<file path="config.mk">
export PLATFORM = sky130hd
export DESIGN_NAME = hvac_sequencer
export DESIGN_NICKNAME = d
export VERILOG_FILES = /design/src/rtl/ac_pkg.sv /design/src/rtl/dwell_timer.sv /design/src/rtl/hvac_sequencer.sv
export SDC_FILE = /design/constraint.sdc
export NUM_CORES = 1
export LEC_CHECK = 0
export ABC_AREA = 0
export CAP_MARGIN = 5
export CORE_MARGIN = 4
export CORE_UTILIZATION = 40
export CTS_BUF_LIST = sky130_fd_sc_hd__clkbuf_16
export CTS_CLUSTER_DIAMETER = 150
export DETAILED_ROUTE_END_ITERATION = 6
export PLACE_DENSITY = 0.62
export SYNTH_ARGS = -nofsm -noshare
export SYNTH_HDL_FRONTEND = slang
export SYNTH_SLANG_ARGS = --single-unit
</file>
<file path="constraint.sdc">
create_clock -name clk -period 2.8 [get_ports clk]
set_input_delay 0.84 -clock clk [delete_from_list [all_inputs] [get_ports clk]]
set_output_delay 0.84 -clock clk [all_outputs]
set_load 0.03 [all_outputs]
</file>
<file path="src/rtl/ac_pkg.sv">
// Shared definitions for the air-conditioning control slice.
// Holds the sequencer state encoding and the default dwell timings so the
// AC decision block, the sequencer and the benches agree on them.
package ac_pkg;

   // state encoding, also visible on the sequencer's state output
   localparam logic [1:0] ST_IDLE = 2'b00;
   localparam logic [1:0] ST_HEAT = 2'b01;
   localparam logic [1:0] ST_COOL = 2'b10;
   localparam logic [1:0] ST_REST = 2'b11;

   localparam int MIN_ON_DEF  = 8;
   localparam int MIN_OFF_DEF = 4;
   localparam int CNT_W_DEF   = 8;

endpackage

</file>
<file path="src/rtl/dwell_timer.sv">
// Dwell counter for the HVAC sequencer.
// Ports:
//   clk, rst  - clock and synchronous active-high reset
//   clr       - clear the count to zero (takes priority over inc)
//   inc       - increment by one; the count saturates at all-ones
//   limit     - runtime terminal value to compare against
//   done      - registered flag: the count now held is >= limit
module dwell_timer #(
   parameter int CNT_W = 8
) (
   input  logic             clk,
   input  logic             rst,
   input  logic             clr,
   input  logic             inc,
   input  logic [CNT_W-1:0] limit,
   output logic             done
);

   logic [CNT_W-1:0] cnt;
   logic [CNT_W-1:0] cnt_nxt;

   always_comb begin
      cnt_nxt = cnt;
      if (clr)
         cnt_nxt = '0;
      else if (inc && (cnt != {CNT_W{1'b1}}))
         cnt_nxt = cnt + 1'b1;
   end

   // The compare uses the value being loaded, so done lines up with the
   // count it describes rather than lagging it by one cycle.
   always_ff @(posedge clk) begin
      if (rst) begin
         cnt  <= '0;
         done <= 1'b0;
      end else begin
         cnt  <= cnt_nxt;
         done <= (cnt_nxt >= limit);
      end
   end

endmodule

</file>
<file path="src/rtl/hvac_sequencer.sv">
// Compressor-protection sequencer between the AC decision block and the
// heater/cooler actuators. Enforces a minimum on-time per run and a fixed
// rest interval after every run; contradictory requests are flagged.
// Ports:
//   clk, rst           - clock and synchronous active-high reset
//   enable             - master run permit
//   heat_req, cool_req - raw requests from the AC decision block
//   heat_on, cool_on   - actuator enables (decoded from state)
//   state              - IDLE=00, HEAT=01, COOL=10, REST=11
//   conflict           - registered heat_req & cool_req
//
// state | meaning
// IDLE  | no actuator on, waiting for a single clean request
// HEAT  | heater on, min-on window then held while heat_req persists
// COOL  | cooler on, min-on window then held while cool_req persists
// REST  | both off for exactly MIN_OFF cycles, requests ignored
module hvac_sequencer
   import ac_pkg::*;
#(
   parameter int MIN_ON  = MIN_ON_DEF,
   parameter int MIN_OFF = MIN_OFF_DEF,
   parameter int CNT_W   = CNT_W_DEF
) (
   input  logic       clk,
   input  logic       rst,
   input  logic       enable,
   input  logic       heat_req,
   input  logic       cool_req,
   output logic       heat_on,
   output logic       cool_on,
   output logic [1:0] state,
   output logic       conflict
);

   logic [1:0]       state_nxt;
   logic             done;
   logic             clr;
   logic             inc;
   logic [CNT_W-1:0] limit;

   always_comb begin
      state_nxt = state;
      case (state)
         ST_IDLE: begin
            if (enable && heat_req && !cool_req)
               state_nxt = ST_HEAT;
            else if (enable && cool_req && !heat_req)
               state_nxt = ST_COOL;
         end
         ST_HEAT: begin
            if (done && (!heat_req || cool_req || !enable))
               state_nxt = ST_REST;
         end
         ST_COOL: begin
            if (done && (!cool_req || heat_req || !enable))
               state_nxt = ST_REST;
         end
         default: begin
            if (done)
               state_nxt = ST_IDLE;
         end
      endcase
   end

   // The limit follows the state being entered, so the registered compare
   // already refers to the right window on the first cycle of a new state.
   always_comb begin
      clr   = (state_nxt != state);
      inc   = (state != ST_IDLE) && !done;
      limit = (state_nxt == ST_REST) ? CNT_W'(MIN_OFF - 1) : CNT_W'(MIN_ON - 1);
   end

   dwell_timer #(
      .CNT_W (CNT_W)
   ) u_dwell (
      .clk   (clk),
      .rst   (rst),
      .clr   (clr),
      .inc   (inc),
      .limit (limit),
      .done  (done)
   );

   always_ff @(posedge clk) begin
      if (rst) begin
         state    <= ST_IDLE;
         conflict <= 1'b0;
      end else begin
         state    <= state_nxt;
         conflict <= heat_req & cool_req;
      end
   end

   assign heat_on = (state == ST_HEAT);
   assign cool_on = (state == ST_COOL);

endmodule

</file>
### Word level (Yosys, flattened, before mapping)

Cells that the tools add are included.

| storage, ports and cells | value |
|---|---|
| register bits after elaboration | 12 |
| bits in latches | 0 |
| RAM bits | 0 |
| memory bits (read-only) | 0 |
| bits of input ports | 5 |
| output and inout port bits | 5 |
| word-level logic and storage cells | 39 |
| memories | 0 |

| operators by class | value |
|---|---|
| add/subtract/negate cells | 1 |
| multiply operators | 0 |
| divide/modulo/power cells | 0 |
| $lt $le $gt $ge | 1 |
| equality and inequality tests | 5 |
| shift operators | 0 |
| mux-type cells | 9 |
| bitwise gates (word level) | 1 |
| reduce and logical (&&, ||, !) cells | 18 |

Operators with widths:

| cell | count |
|---|---|
| two-way mux 8 bit | 2 |
| two-way mux 2 bit | 5 |
| adder 8 x 1 -> 8 bit (second input constant) | 1 |
| greater-or-equal comparator 8 x 3 -> 1 bit | 1 |
| logical AND 1 bit | 8 |
| != test 8 bit (second input constant) | 1 |
| case mux 2 bit (3 select lines) | 1 |
| equality test 2 bit (second input constant) | 2 |
| logical NOT 1 bit | 4 |
| logical OR 1 bit | 4 |
| two-way mux 3 bit | 1 |
| equality test 2 x 1 -> 1 bit (second input constant) | 1 |
| logical NOT 2 bit | 1 |
| != test 2 bit | 1 |
| nonzero test 2 bit | 1 |
| bitwise AND 1 bit | 1 |

### Logic depth before layout (Yosys ltp)

| logic depth | value |
|---|---|
| depth in word-level cells | 9 |
| depth in mapped cells | 11 |

### Cells and area by module

A second synthesis with hierarchy kept.

| unflattened totals | value |
|---|---|
| cells, all modules | 111 |
| area total of the unflattened synthesis | 885.8 µm² |

By module, submodules not included:

| module | instances | cells an instance | area each (µm²) | seq. area each (µm²) |
|---|---|---|---|---|
| dwell_timer | 1 | 80 | 645.6 | 180.2 |
| hvac_sequencer | 1 | 31 | 240.2 | 60.1 |

### Worst setup path after synthesis

Ideal clock, no wire load.

| timing | value |
|---|---|
| path kind | in2reg |
| start point | in enable |
| end point | reg u_dwell.done |
| setup time | 86 ps |
| data arrival time | 2559 ps |
| data required time | 2714 ps |
| setup slack | 155 ps |
| cell stages on the path | 9 |
| path buffers | 0 |
| path through | or3b_4 o21ai_2 a221oi_2 a211oi_1 ha_1 or4bb_1 mux2i_1 nor4b_1 a221oi_2 |

| between the ends | value |
|---|---|
| cells in the longest elaborated chain, start to end | 8 |

Ends and longest elaborated chain:

| element | line | source |
|---|---|---|
| start, declared | hvac_sequencer.sv:26 | `input logic enable,` |
| logical AND 1 bit or logical NOT 1 bit (tied branches) | hvac_sequencer.sv:47, hvac_sequencer.sv:51, hvac_sequencer.sv:55 |  |
| logical AND 1 bit, or another cell as far along | hvac_sequencer.sv:47 | `else if (enable && cool_req && !heat_req)` |
| two-way mux 2 bit, or another cell as far along | hvac_sequencer.sv:47 |  |
| two-way mux 2 bit, on equally long branches | hvac_sequencer.sv:45, hvac_sequencer.sv:51, hvac_sequencer.sv:55 |  |
| case mux 2 bit (3 select lines) (*) | hvac_sequencer.sv:43 | `case (state)` |
| != test 2 bit (*) | hvac_sequencer.sv:68 | `clr = (state_nxt != state);` |
| two-way mux 8 bit (*) | dwell_timer.sv:24 | `if (clr)` |
| net u_dwell.cnt_nxt[2] | dwell_timer.sv:20 | `logic [CNT_W-1:0] cnt_nxt;` |
| greater-or-equal comparator 8 x 3 -> 1 bit (*) | dwell_timer.sv:38 | `done <= (cnt_nxt >= limit);` |
| end signal, assigned | dwell_timer.sv:38 |  |
| end, declared | dwell_timer.sv:16 | `output logic done` |

The timed path passes the listed nets; every way through them passes the cells marked *.
A chain may end at the register's enable or synchronous reset.

### Worst setup path after layout

| timing | value |
|---|---|
| start point | in cool_req |
| end point | reg u_dwell.done |

| between the ends | value |
|---|---|
| cells in the longest elaborated chain, start to end | 9 |

Ends and longest elaborated chain:

| element | line | source |
|---|---|---|
| start, declared | hvac_sequencer.sv:28 | `input logic cool_req,` |
| logical NOT 1 bit | hvac_sequencer.sv:45, hvac_sequencer.sv:55 |  |
| logical OR 1 bit (2 in a row) | hvac_sequencer.sv:55 | `if (done && (!cool_req \|\| heat_req \|\| !enable))` |
| logical AND 1 bit | hvac_sequencer.sv:55 |  |
| two-way mux 2 bit | hvac_sequencer.sv:55 |  |
| case mux 2 bit (3 select lines) (*) | hvac_sequencer.sv:43 |  |
| != test 2 bit (*) | hvac_sequencer.sv:68 |  |
| two-way mux 8 bit (*) | dwell_timer.sv:24 |  |
| net u_dwell.cnt_nxt[2] | dwell_timer.sv:20 |  |
| greater-or-equal comparator 8 x 3 -> 1 bit (*) | dwell_timer.sv:38 |  |

Marks and branches as above.

==> results.sh <==
export IMPL_viasPerCell=5.68
export IMPL_first_pass_iters=4
export IMPL_synth_top_area_frac=0.291
export IMPL_rows=16
export IMPL_crit_fanout=4
export IMPL_end_kind="flop"
export IMPL_ys_warn_count=0
export IMPL_synth_main_ff_cell="dfxtp_1"
export IMPL_syn2layout_area_growth_pct=25.6
export IMPL_ff2ff_path_depth=9
export IMPL_cp_common_cell="a221oi_2"
export IMPL_status="complete, no violations"
export IMPL_vias=778
export IMPL_ys_seq_elements=12
export IMPL_grt_max_degree=12
export IMPL_wl_per_cell_um=13.6
export IMPL_synth_distinct_cells=43
export IMPL_clkTransAtPathRegs_ns=0.04
export IMPL_top_level_ports=10
export IMPL_clock_fmax_mhz=372
export IMPL_cp_cell_sequence="buf_6, or3b_4, o21ai_2, a221oi_2, a211oi_1, ha_1, or4bb_1, mux2i_1, nor4b_2, a221oi_2"
export IMPL_cts_sinks=12
export IMPL_worstMarginPinSlew_ns=0.361
export IMPL_finalSetupViolations=0
export IMPL_synthesis_area_um2=826
export IMPL_finalHoldViolations=0
export IMPL_cts_max_level=1
export IMPL_fin_util=0.529
export IMPL_cts_path_max_buffers=2
export IMPL_finalCriticalPeriod_ns=2.69
export IMPL_dpl_cell_count=134
export IMPL_rsz0062_at_grt="no"
export IMPL_final_cell_mix="dfxtp_1 (12), nor2_1 (11)"
export IMPL_start_util=0.421
export IMPL_track_usage=0.163
export IMPL_tritoncts="done"
export IMPL_post_route_period_util=0.960
export IMPL_fin_skew_ns=0.00389
export IMPL_grt_util_met3=0.0451
export IMPL_startpoint_type="input port"
export IMPL_synth_seq_area_share=0.291
export IMPL_cts_hold_buf=0
export IMPL_fin_nets=119
export IMPL_grt_pass1_wl_mm=3.35
export IMPL_place_gp_congestion=0.836
export IMPL_slew_limit_headroom=0.759
export IMPL_drt_iter0_drc=7
export IMPL_route_detailed_drc=0
export IMPL_drt_total_wl_mm=1.87
export IMPL_async_reset_ff_frac=0
export IMPL_cts_buffers=3
export IMPL_antenna_found_initial=0
export IMPL_netlist_top_cells_area="dfxtp_1 (29%), nor2_1 (5.0%), mux2i_1 (4.8%), nor3_1 (4.8%), a21oi_1 (4.2%)"
export IMPL_n_antenna_cell=0
export IMPL_first_global_vias=770
export IMPL_slowest_stage="or3b_4"
export IMPL_peakVddDrop_mv=0.357
export IMPL_cp_data_arrival_time_ns=2.84
export IMPL_nFillCells=214
export IMPL_layout_drive_gt1_share=0.218
export IMPL_grt_busiest_layer="met2"
export IMPL_final_cells=137
export IMPL_clock_latency_ns=0.24
export IMPL_worstHoldPathCells=2
export IMPL_clock_tree_root_cell="clkbuf_16"
export IMPL_core_region_area_um2=1960
export IMPL_syn_num_nets=105
export IMPL_die_x_um=53.4
export IMPL_yosysTopAreaCell="dfxtp_1"
export IMPL_crit_type="input port to flop"
export IMPL_hpwl_mm=1.35
export IMPL_hold_path_class="flop to flop"
export IMPL_grt_overflow=0
export IMPL_portBuffers=9
export IMPL_setup_tns_final_ns=0
export IMPL_synth_edf_count=0
export IMPL_leakagePower_nw=0.374
export IMPL_fp_dieH_um=53.4
export IMPL_synth_cells=98
export IMPL_syn_avg_cell_area_um2=8.43
export IMPL_fp_dieArea_um2=2860
export IMPL_drv_cap=0
export IMPL_ant_nets=0
export IMPL_hold_slack_ns=0.566
export IMPL_use_met2=0.286
export IMPL_met1_usage=0.176
export IMPL_power_mw=0.508
export IMPL_drv_slew=0
export IMPL_final_common_cell="dfxtp_1"
export IMPL_powerDensity_nw_per_um2=490
export IMPL_cpPeakStageDelay_ns=0.40
export IMPL_required_ns=2.95
## state kept, by name, summed over array words and instances (netlist names)
name	cells
u_dwell.done	1
state	2
u_dwell.cnt	8
conflict	1
## per-layer routing
layer  up-vias  wire length [um]
li1        389                 -
met5         -                 0
met2        15               948
met3         6                67
met1       368               804
met4         0                46
## worst paths after layout
path | startpoint | end | slack [ns]
setup / recovery | cool_req | u_dwell.done | 0.11
hold / removal | u_dwell.cnt[1] | u_dwell.cnt[1] | 0.57
setup reg to reg | state[0] | u_dwell.done | 0.36
hold reg to reg | u_dwell.cnt[1] | u_dwell.cnt[1] | 0.57
## kinds of logic (layout without fill, tap and decap cells)
family	after synthesis	after routing	synth area share
simple gates	44	44	0.305
compound gates	23	23	0.217
flops	12	12	0.291
buf+inv	9	21	0.0667
xor+xnor	4	4	0.0424
mux	4	4	0.0485
fa+ha+maj	2	2	0.0303
## power by group
part | leakage [nW] | total [mW] | switching [mW] | internal [mW]
registers | 0.0972 | 0.182 | 0.00673 | 0.175
clock network | 0.0370 | 0.257 | 0.0713 | 0.186
logic | 0.239 | 0.0687 | 0.0369 | 0.0317
## final cells by class
cell class | count | area (um2) | area share
Timing Repair Buffer | 15 | 126 | 0.122
Clock buffer | 3 | 75.1 | 0.0724
Multi-Input combinational cell | 77 | 551 | 0.531
Inverter | 3 | 11.3 | 0.0109
Sequential cell | 12 | 240 | 0.232
Tap cell | 27 | 33.8 | 0.0326
## per-stage QoR
step           cell area [um2]  setup slack (ns)
4_1_cts                   1030            0.0167
3_5_place_dp               951            -0.489
6_report                  1040             0.113
2_1_floorplan              826             0.155
5_1_grt                   1040           0.00783
3_3_place_gp               951            -0.478
## critical path, delay by kind of cell
kind	cells	cell delay (ns)
fa+ha+maj	1	0.18
mux	1	0.17
simple gates	3	0.86
compound gates	4	0.69
buf+inv	1	0.10
## cell usage after synthesis (2+ instances only)
master and number:
nand3_1 5, dfxtp_1 12, buf_6 2, xor2_1 2, mux2i_1 4, a221oi_2 2, nand2_1 5, inv_1 3
and3_1 2, nor2_1 11, nor3_1 8, o21ai_0 2, and4_1 2, ha_1 2, a21oi_1 7, xnor2_1 2
## repair_timing
| item | CTS | global route |
|---|---|---|
| pin swaps | 2 | 10 |
| buffers inserted | 0 | 0 |
| resized for setup | 6 | 11 |
| hold endpoints to repair | 0 | 0 |
| setup endpoints to repair | 1 | 1 |
No activity file was read; power rests on OpenSTA's default activity.
